### src/rtl/chimp_sequence_fsm_if.sv
// Handshake bundle between the chimp control FSM and its keyboard/datapath neighbours.
// The master side drives the key and pick inputs; the slave side is the FSM.
interface chimp_sequence_fsm_if #(
  parameter int NUM_W = 5,
  parameter int STR_W = 2
);
  logic             iSpace;
  logic             iDoneLoad;
  logic             iChoseCorrectNum;
  logic             iChoseWrongNum;
  logic [NUM_W-1:0] oLevel;
  logic [NUM_W-1:0] oNumToChoose;
  logic             oLoadEnable;
  logic             oShowEnable;
  logic             oResetBoard;
  logic [STR_W-1:0] oStrikes;
  logic [NUM_W-1:0] oScore;
  logic             oGameOver;
  logic             oWin;

  modport master (
    output iSpace, iDoneLoad, iChoseCorrectNum, iChoseWrongNum,
    input  oLevel, oNumToChoose, oLoadEnable, oShowEnable, oResetBoard,
    input  oStrikes, oScore, oGameOver, oWin
  );

  modport slave (
    input  iSpace, iDoneLoad, iChoseCorrectNum, iChoseWrongNum,
    output oLevel, oNumToChoose, oLoadEnable, oShowEnable, oResetBoard,
    output oStrikes, oScore, oGameOver, oWin
  );
endinterface

### src/rtl/chimp_sequence_fsm.sv
// Counter-based control FSM for the chimp memory test: start, load, ordered picks,
// level advance, strikes and game end. All outputs are decoded from registers only.
module chimp_sequence_fsm #(
  parameter int MAX_LEVEL        = 31,
  parameter int START_LEVEL      = 4,
  parameter int NUM_W            = 5,
  parameter int STRIKES          = 3,
  parameter int HIDE_AFTER_FIRST = 1
) (
  input  logic                 clk,
  input  logic                 iReset,
  chimp_sequence_fsm_if.slave  bus
);
  localparam int STR_W = $clog2(STRIKES + 1);
  localparam logic [NUM_W-1:0] MAX_LVL   = NUM_W'(MAX_LEVEL);
  localparam logic [NUM_W-1:0] START_LVL = NUM_W'(START_LEVEL);
  localparam logic [STR_W-1:0] STR_MAX   = STR_W'(STRIKES);
  localparam logic [STR_W-1:0] STR_LAST  = STR_W'(STRIKES - 1);

  typedef enum logic [2:0] {
    S_IDLE, S_ARM, S_LOAD, S_CHOOSE, S_LEVEL_DONE, S_STRIKE, S_END
  } state_e;

  state_e           state_q, state_d;
  logic [NUM_W-1:0] level_q, level_d;
  logic [NUM_W-1:0] target_q, target_d;
  logic [STR_W-1:0] strikes_q, strikes_d;
  logic [NUM_W-1:0] score_q, score_d;
  logic             win_q, win_d;

  always_ff @(posedge clk) begin
    if (iReset) begin
      state_q   <= S_IDLE;
      level_q   <= START_LVL;
      target_q  <= '0;
      strikes_q <= '0;
      score_q   <= '0;
      win_q     <= 1'b0;
    end else begin
      state_q   <= state_d;
      level_q   <= level_d;
      target_q  <= target_d;
      strikes_q <= strikes_d;
      score_q   <= score_d;
      win_q     <= win_d;
    end
  end

  always_comb begin
    state_d          = state_q;
    level_d          = level_q;
    target_d         = target_q;
    strikes_d        = strikes_q;
    score_d          = score_q;
    win_d            = win_q;
    bus.oLoadEnable  = 1'b0;
    bus.oShowEnable  = 1'b0;
    bus.oResetBoard  = 1'b0;
    bus.oGameOver    = 1'b0;
    bus.oWin         = 1'b0;
    bus.oNumToChoose = '0;

    case (state_q)
      S_IDLE: begin
        bus.oResetBoard = 1'b1;
        if (bus.iSpace) begin
          // Game progress is cleared on every entry into ARM.
          state_d   = S_ARM;
          level_d   = START_LVL;
          target_d  = '0;
          strikes_d = '0;
          score_d   = '0;
        end
      end
      S_ARM: begin
        bus.oResetBoard = 1'b1;
        if (!bus.iSpace) state_d = S_LOAD;
      end
      S_LOAD: begin
        bus.oLoadEnable = 1'b1;
        bus.oShowEnable = 1'b1;
        if (bus.iDoneLoad) begin
          state_d  = S_CHOOSE;
          target_d = NUM_W'(1);
        end
      end
      S_CHOOSE: begin
        bus.oNumToChoose = target_q;
        bus.oShowEnable  = (HIDE_AFTER_FIRST == 0) || (target_q == NUM_W'(1));
        // A wrong pulse wins over a simultaneous correct pulse.
        if (bus.iChoseWrongNum) begin
          state_d = S_STRIKE;
        end else if (bus.iChoseCorrectNum) begin
          if (target_q == level_q) state_d = S_LEVEL_DONE;
          else                     target_d = target_q + NUM_W'(1);
        end
      end
      S_LEVEL_DONE: begin
        score_d = level_q;
        if (level_q == MAX_LVL) begin
          win_d   = 1'b1;
          state_d = S_END;
        end else begin
          level_d = level_q + NUM_W'(1);
          state_d = S_LOAD;
        end
      end
      S_STRIKE: begin
        if (strikes_q != STR_MAX) strikes_d = strikes_q + STR_W'(1);
        state_d = (strikes_q == STR_LAST) ? S_END : S_LOAD;
      end
      S_END: begin
        bus.oGameOver = 1'b1;
        bus.oWin      = win_q;
        if (bus.iSpace) begin
          state_d   = S_ARM;
          win_d     = 1'b0;
          level_d   = START_LVL;
          target_d  = '0;
          strikes_d = '0;
          score_d   = '0;
        end
      end
      default: state_d = S_IDLE;
    endcase
  end

  assign bus.oLevel   = level_q;
  assign bus.oStrikes = strikes_q;
  assign bus.oScore   = score_q;
endmodule

### src/flat_wrapper.sv
// flat-port wrapper written by rule: the top's interface ports become plain ports
module chimp_sequence_fsm_flat 
#(
  parameter int MAX_LEVEL        = 31,
  parameter int START_LEVEL      = 4,
  parameter int NUM_W            = 5,
  parameter int STRIKES          = 3,
  parameter int HIDE_AFTER_FIRST = 1
)
  (clk, iReset, bus_iSpace, bus_iDoneLoad, bus_iChoseCorrectNum, bus_iChoseWrongNum, bus_oLevel, bus_oNumToChoose, bus_oLoadEnable, bus_oShowEnable, bus_oResetBoard, bus_oStrikes, bus_oScore, bus_oGameOver, bus_oWin);
  chimp_sequence_fsm_if #(.NUM_W(NUM_W), .STR_W(2)) bus_i ();
  input  logic clk;
  input  logic iReset;
  input wire logic [$bits(bus_i.iSpace)-1:0] bus_iSpace;
  input wire logic [$bits(bus_i.iDoneLoad)-1:0] bus_iDoneLoad;
  input wire logic [$bits(bus_i.iChoseCorrectNum)-1:0] bus_iChoseCorrectNum;
  input wire logic [$bits(bus_i.iChoseWrongNum)-1:0] bus_iChoseWrongNum;
  output wire logic [$bits(bus_i.oLevel)-1:0] bus_oLevel;
  output wire logic [$bits(bus_i.oNumToChoose)-1:0] bus_oNumToChoose;
  output wire logic [$bits(bus_i.oLoadEnable)-1:0] bus_oLoadEnable;
  output wire logic [$bits(bus_i.oShowEnable)-1:0] bus_oShowEnable;
  output wire logic [$bits(bus_i.oResetBoard)-1:0] bus_oResetBoard;
  output wire logic [$bits(bus_i.oStrikes)-1:0] bus_oStrikes;
  output wire logic [$bits(bus_i.oScore)-1:0] bus_oScore;
  output wire logic [$bits(bus_i.oGameOver)-1:0] bus_oGameOver;
  output wire logic [$bits(bus_i.oWin)-1:0] bus_oWin;
  assign bus_i.iSpace = bus_iSpace;
  assign bus_i.iDoneLoad = bus_iDoneLoad;
  assign bus_i.iChoseCorrectNum = bus_iChoseCorrectNum;
  assign bus_i.iChoseWrongNum = bus_iChoseWrongNum;
  assign bus_oLevel = bus_i.oLevel;
  assign bus_oNumToChoose = bus_i.oNumToChoose;
  assign bus_oLoadEnable = bus_i.oLoadEnable;
  assign bus_oShowEnable = bus_i.oShowEnable;
  assign bus_oResetBoard = bus_i.oResetBoard;
  assign bus_oStrikes = bus_i.oStrikes;
  assign bus_oScore = bus_i.oScore;
  assign bus_oGameOver = bus_i.oGameOver;
  assign bus_oWin = bus_i.oWin;
  chimp_sequence_fsm #(.MAX_LEVEL(MAX_LEVEL), .START_LEVEL(START_LEVEL), .NUM_W(NUM_W), .STRIKES(STRIKES), .HIDE_AFTER_FIRST(HIDE_AFTER_FIRST)) u_core (.clk(clk), .iReset(iReset), .bus(bus_i));
endmodule
### config.mk
export PLATFORM = sky130hd
export DESIGN_NAME = chimp_sequence_fsm_flat
export DESIGN_NICKNAME = d
export VERILOG_FILES = /design/src/rtl/chimp_sequence_fsm_if.sv /design/src/rtl/chimp_sequence_fsm.sv /design/src/flat_wrapper.sv
export SDC_FILE = /design/constraint.sdc
export NUM_CORES = 1
export LEC_CHECK = 0
export ABC_AREA = 0
export CAP_MARGIN = 5
export CORE_UTILIZATION = 40
export CTS_BUF_LIST = sky130_fd_sc_hd__clkbuf_2
export CTS_CLUSTER_DIAMETER = 40
export CTS_CLUSTER_SIZE = 25
export DETAILED_ROUTE_END_ITERATION = 10
export PLACE_DENSITY_LB_ADDON = 0.25
export SYNTH_ARGS = -nofsm -noshare
export SYNTH_HDL_FRONTEND = slang
export SYNTH_SLANG_ARGS = --single-unit
### constraint.sdc
create_clock -name clk -period 5.95 [get_ports clk]
set_input_delay 0.8925 -clock clk [delete_from_list [all_inputs] [get_ports clk]]
set_output_delay 0.8925 -clock clk [all_outputs]
set_load 0.01 [all_outputs]
# ---- After elaboration in Yosys (flattened, before gate mapping)
# Cells that the tools add are included.
dict set report totals {
  rom_bits 0
  latchBits 0
  n_memories 0
  input_bits 6
  ram_bits 0
  ff_bits 21
}
dict set report classes {
  div 0
  mul 0
  shifts 0
  n_eq_ne 23
  n_addsub 3
  order_cmp 0
  reduce_logical 13
  mux 31
  bitwise 0
}
# op n
set ops {}
lappend ops {{$mux W5} 8}
lappend ops {{$mux W3} 8}
lappend ops {{$pmux W5 S2} 2}
lappend ops {{$pmux W3 S6} 1}
lappend ops {{$ne A2 B2 Y1 const B} 8}
lappend ops {{$pmux W5 S3} 1}
lappend ops {{$add A5 B1 Y5 const B} 2}
lappend ops {{$eq A3 B3 Y1 const B} 3}
lappend ops {{$reduce_and A3 Y1} 3}
lappend ops {{$eq A3 B2 Y1 const B} 2}
lappend ops {{$mux W1} 6}
lappend ops {{$ne A2 B1 Y1 const B} 3}
lappend ops {{$reduce_and A6 Y1} 1}
lappend ops {{$reduce_bool A2 Y1} 3}
lappend ops {{$eq A5 B1 Y1 const B} 1}
lappend ops {{$eq A5 B5 Y1} 1}
lappend ops {{$eq A5 B5 Y1 const B} 1}
lappend ops {{$reduce_and A5 Y1} 1}
lappend ops {{$mux W2} 2}
lappend ops {{$pmux W1 S2} 2}
lappend ops {{$pmux W2 S2} 1}
lappend ops {{$reduce_or A2 Y1} 2}
lappend ops {{$eq A3 B1 Y1 const B} 1}
lappend ops {{$logic_not A3 Y1} 1}
lappend ops {{other kinds (6)} 6}

# ---- Depth between registers and ports, before layout
dict set report depth {
  word_depth 5
  ltp_mapped 7
  mapped_depth_nobuf 7
}

# ---- Least setup slack after synthesis
# OpenSTA, ideal clock, no wires.
dict set report synth_path {
  path_type {input to register}
  start {in bus_iSpace}
  end {reg u_core.target_q[0]}
  slack_ns 3.765
  t_arrival_ns 2.111
  path_stages 6
  path_cell_list {buf_2 mux2_4 a22oi_2 o21a_1 or4b_1 a31oi_1}
}
dict set report synth_via {
  elab_chain_cells 2
}
# element line_no
set synth_lines {}
lappend synth_lines {{start, declared} flat_wrapper.sv:14} ;# input wire logic [$bits(bus_i.iSpace)-1:0] bus_iSpace;
lappend synth_lines {{$ne A2 B1 Y1 (no line)} n/a}
lappend synth_lines {{$reduce_and A6 Y1 (no line)} n/a}
lappend synth_lines {{end signal, assigned} chimp_sequence_fsm.sv:42} ;# target_q <= target_d;
lappend synth_lines {{end, declared} chimp_sequence_fsm.sv:26} ;# logic [NUM_W-1:0] target_q, target_d;
# No other way between the ends.
# A chain may end at the register's enable or synchronous reset.

# ---- Final worst setup path
dict set report layout_path {
  start {reg u_core.state_q[0]}
  end {out bus_oNumToChoose[1]}
}
dict set report layout_via {
  elab_chain_cells 2
}
# element line_no
set layout_lines {}
lappend layout_lines {{start, declared} chimp_sequence_fsm.sv:24} ;# state_e state_q, state_d;
lappend layout_lines {{start signal, assigned} chimp_sequence_fsm.sv:40} ;# state_q <= state_d;
lappend layout_lines {{$eq A3 B2 Y1} chimp_sequence_fsm.sv:63} ;# case (state_q)
lappend layout_lines {{$mux W5} chimp_sequence_fsm.sv:63}
lappend layout_lines {{end, declared} flat_wrapper.sv:19} ;# output wire logic [$bits(bus_i.oNumToChoose)-1:0] bus_oNumToChoose;
# No other way between the ends.

==> flow_metrics.tcl <==
set metrics [dict create \
    peakVddDrop_uv 161.0 \
    path_cells "inv_1, nor3_1, clkdlybuf4s50_1" \
    drive_gt1_share_pct 8.287 \
    port_buffers 27 \
    final_cell_mix "clkdlybuf4s50_1, dfxtp_1, nor2_1, a21oi_1, nor3_1" \
    ys_ff_latch 21 \
    skew_ps 2.563 \
    synth_top_cell_area_share_pct 32.06 \
    grt_pass1_wl_um 5092 \
    gp_congestion 0.8358 \
    coreArea_mm2 0.003078 \
    netlist_area_mm2 0.001311 \
    rsz0062_at_grt "false" \
    slowest_delay_ps 840 \
    worstSetupPathType "reg2out" \
    grt_pass1_vias 1097 \
    final_core_utilization_pct 52.44 \
    worstPathRequired_ps 5060 \
    grt_start_max_net_pins 24 \
    drt_pass1_iterations 4 \
    ctsHoldBuffers 0 \
    clock_path_buffers 2 \
    antenna_cells 0 \
    grt_use_total_pct 19.26 \
    die_area_mm2 0.003511 \
    antenna_found_initial 0 \
    initial_utilization_pct 42.60 \
    wl_um 3042 \
    io_pins 28 \
    synthTopCellsByArea "dfxtp_1, a21oi_1, ha_1, nor2_1, xor2_1" \
    htreeDepth 1 \
    cts_tree "done" \
    setup_ws_ps 2809 \
    cp-start-kind "flop" \
    drt-initial-drc-count 39 \
    drv_slew 0 \
    cts.sinks 21 \
    relSlewSlack_pct 45.58 \
    nNetsFinal 194 \
    root_buffer "clkbuf_2" \
    avgSynthCellArea_um2 8.352 \
    dpl_worst_slack_ps 3119 \
    status "finished, final reports clean" \
    vias 1177 \
    timing.final.crit_share_pct 52.80 \
    wire_per_inst_um 13.52 \
    syn_nets 169 \
    final_common_cell "clkdlybuf4s50_1" \
    power.leakage_nw 0.6077 \
    die_y_um 59.26 \
    rows 20 \
    path_buf_inv 2 \
    ant_nets 0 \
    fin_cells 225 \
    syn-instance-count 157 \
    cts_resized 0 \
    clock.fmax_mhz 318.3 \
    critPathArrivalTime_ps 2250 \
    final.setup.tns_ps 0 \
    endpoint_kind "primary output" \
    syn2layout_area_growth_pct 23.09 \
    cp_max_fo 23 \
    finalSetupViolCount 0 \
    num-fill-cells 300 \
    die_x_um 59.26 \
    yosysWarnings 0 \
    hold_class "reg2reg" \
    dp.cells 221 \
    cp_slowest_cell "dfxtp_1" \
    worst_slew_pin_slew_ps 813.7 \
    ys_dominant_reg_cell "dfxtp_1" \
    async_reset_ff_share_pct 0 \
    power_density_mw_per_mm2 323.4 \
    min_period_ps 3141 \
    power_w 0.0005220 \
    cp_top_family "flip-flops" \
    drc 0 \
    insertion_delay_ps 320 \
    drv_cap 0 \
    seq_area_frac_synth_pct 32.06 \
    cts_inserted_buffers 3 \
    synth_largest_area_cell "dfxtp_1" \
    synth_edf_count 0 \
    viasPerCell 5.231 \
    r2r_slack_ps 3760 \
    overflow 0 \
    ys_types 48 \
    path_clk_slew_ps 200 \
    hold_viol 0 \
    hpwlAfterDp_um 2231 \
    cts_setup_buffers 0 \
]
## stage by stage
stage	hold slack (ps)	cell area, µm²
after floorplan	448.0	1311
after global placement	468.9	1594
after detailed placement	472.3	1594
after CTS	517.4	1614
after global routing	555.7	1614
final	507.3	1614
## worst register-to-register path, delay by kind of cell (launching register included)
family / cells / cell delay, ps
and+or+nand+nor: 3 / 970
AOI/OAI and AO/OA: 2 / 320
DFF: 1 / 840
## sequential cells by signal, indices dropped and copies added (netlist names)
signal,flops
u_core.bus.oLevel,5
u_core.bus.oScore,5
u_core.target_q,5
u_core.state_q,3
u_core.bus.oStrikes,2
u_core.win_q,1
## metal layers
| layer | up-vias | track usage, % | wire length, µm |
|---|---|---|---|
| met4 | 0 | 8.503 | 17 |
| li1 | 606 | - | - |
| met5 | - | 0 | 0 |
| met2 | 29 | 30.66 | 1453 |
| met1 | 540 | 26.11 | 1417 |
| met3 | 2 | 2.183 | 154 |
## kinds of logic (layout without fill, tap and decap cells)
family                     Yosys count  count (layout)  synth area share [%]
and+or+nand+nor                     70              70                 31.20
AOI/OAI and AO/OA                   35              35                 17.18
DFF                                 21              21                 32.06
buffers and inverters               13              37                 4.961
xor gates and xnor gates             8               8                 5.344
adders and majority gates            6               6                 5.725
muxes                                4               4                 3.530
## final cells by class
| cell class | count | area, µm² | share of cell area, % |
|---|---|---|---|
| Clock buffer | 3 | 15.01 | 0.9302 |
| Clock inverter | 1 | 5.005 | 0.3101 |
| Inverter | 6 | 22.52 | 1.395 |
| Multi-Input combinational cell | 123 | 825.8 | 51.16 |
| Sequential cell | 21 | 420.4 | 26.05 |
| Tap cell | 44 | 55.05 | 3.411 |
| Timing Repair Buffer | 27 | 270.3 | 16.74 |
## cells in the mapped netlist, types with 2 or more instances
library cell,number
inv_1,6
o21a_1,3
nor3_1,8
nand2b_1,4
dfxtp_1,21
buf_6,2
mux2i_1,2
and2_1,3
a21oi_1,16
nand3_1,4
clkbuf_1,3
nor2_1,20
ha_1,6
o21ai_0,2
a31oi_1,2
and2_2,3
or3_1,3
xor2_1,7
nor4bb_1,2
nor4_1,3
and3_1,3
nand2_1,4
a22oi_1,5
## path summary, 6_finish.rpt
check,start,end,depth (start not counted)
min,u_core.win_q,u_core.win_q,2
min reg2reg,u_core.win_q,u_core.win_q,2
max,u_core.state_q[0],bus_oNumToChoose[1],3
max reg2reg,u_core.state_q[0],u_core.target_q[0],5
## report_power, final
| group | switching (W) | internal, W | total, W |
|---|---|---|---|
| Sequential | 0.0000513 | 0.000160 | 0.000211 |
| Combinational | 0.000134 | 0.000117 | 0.000251 |
| Clock | 0.0000445 | 0.0000152 | 0.0000597 |
Note: power is estimated with default switching activity, not from simulation.
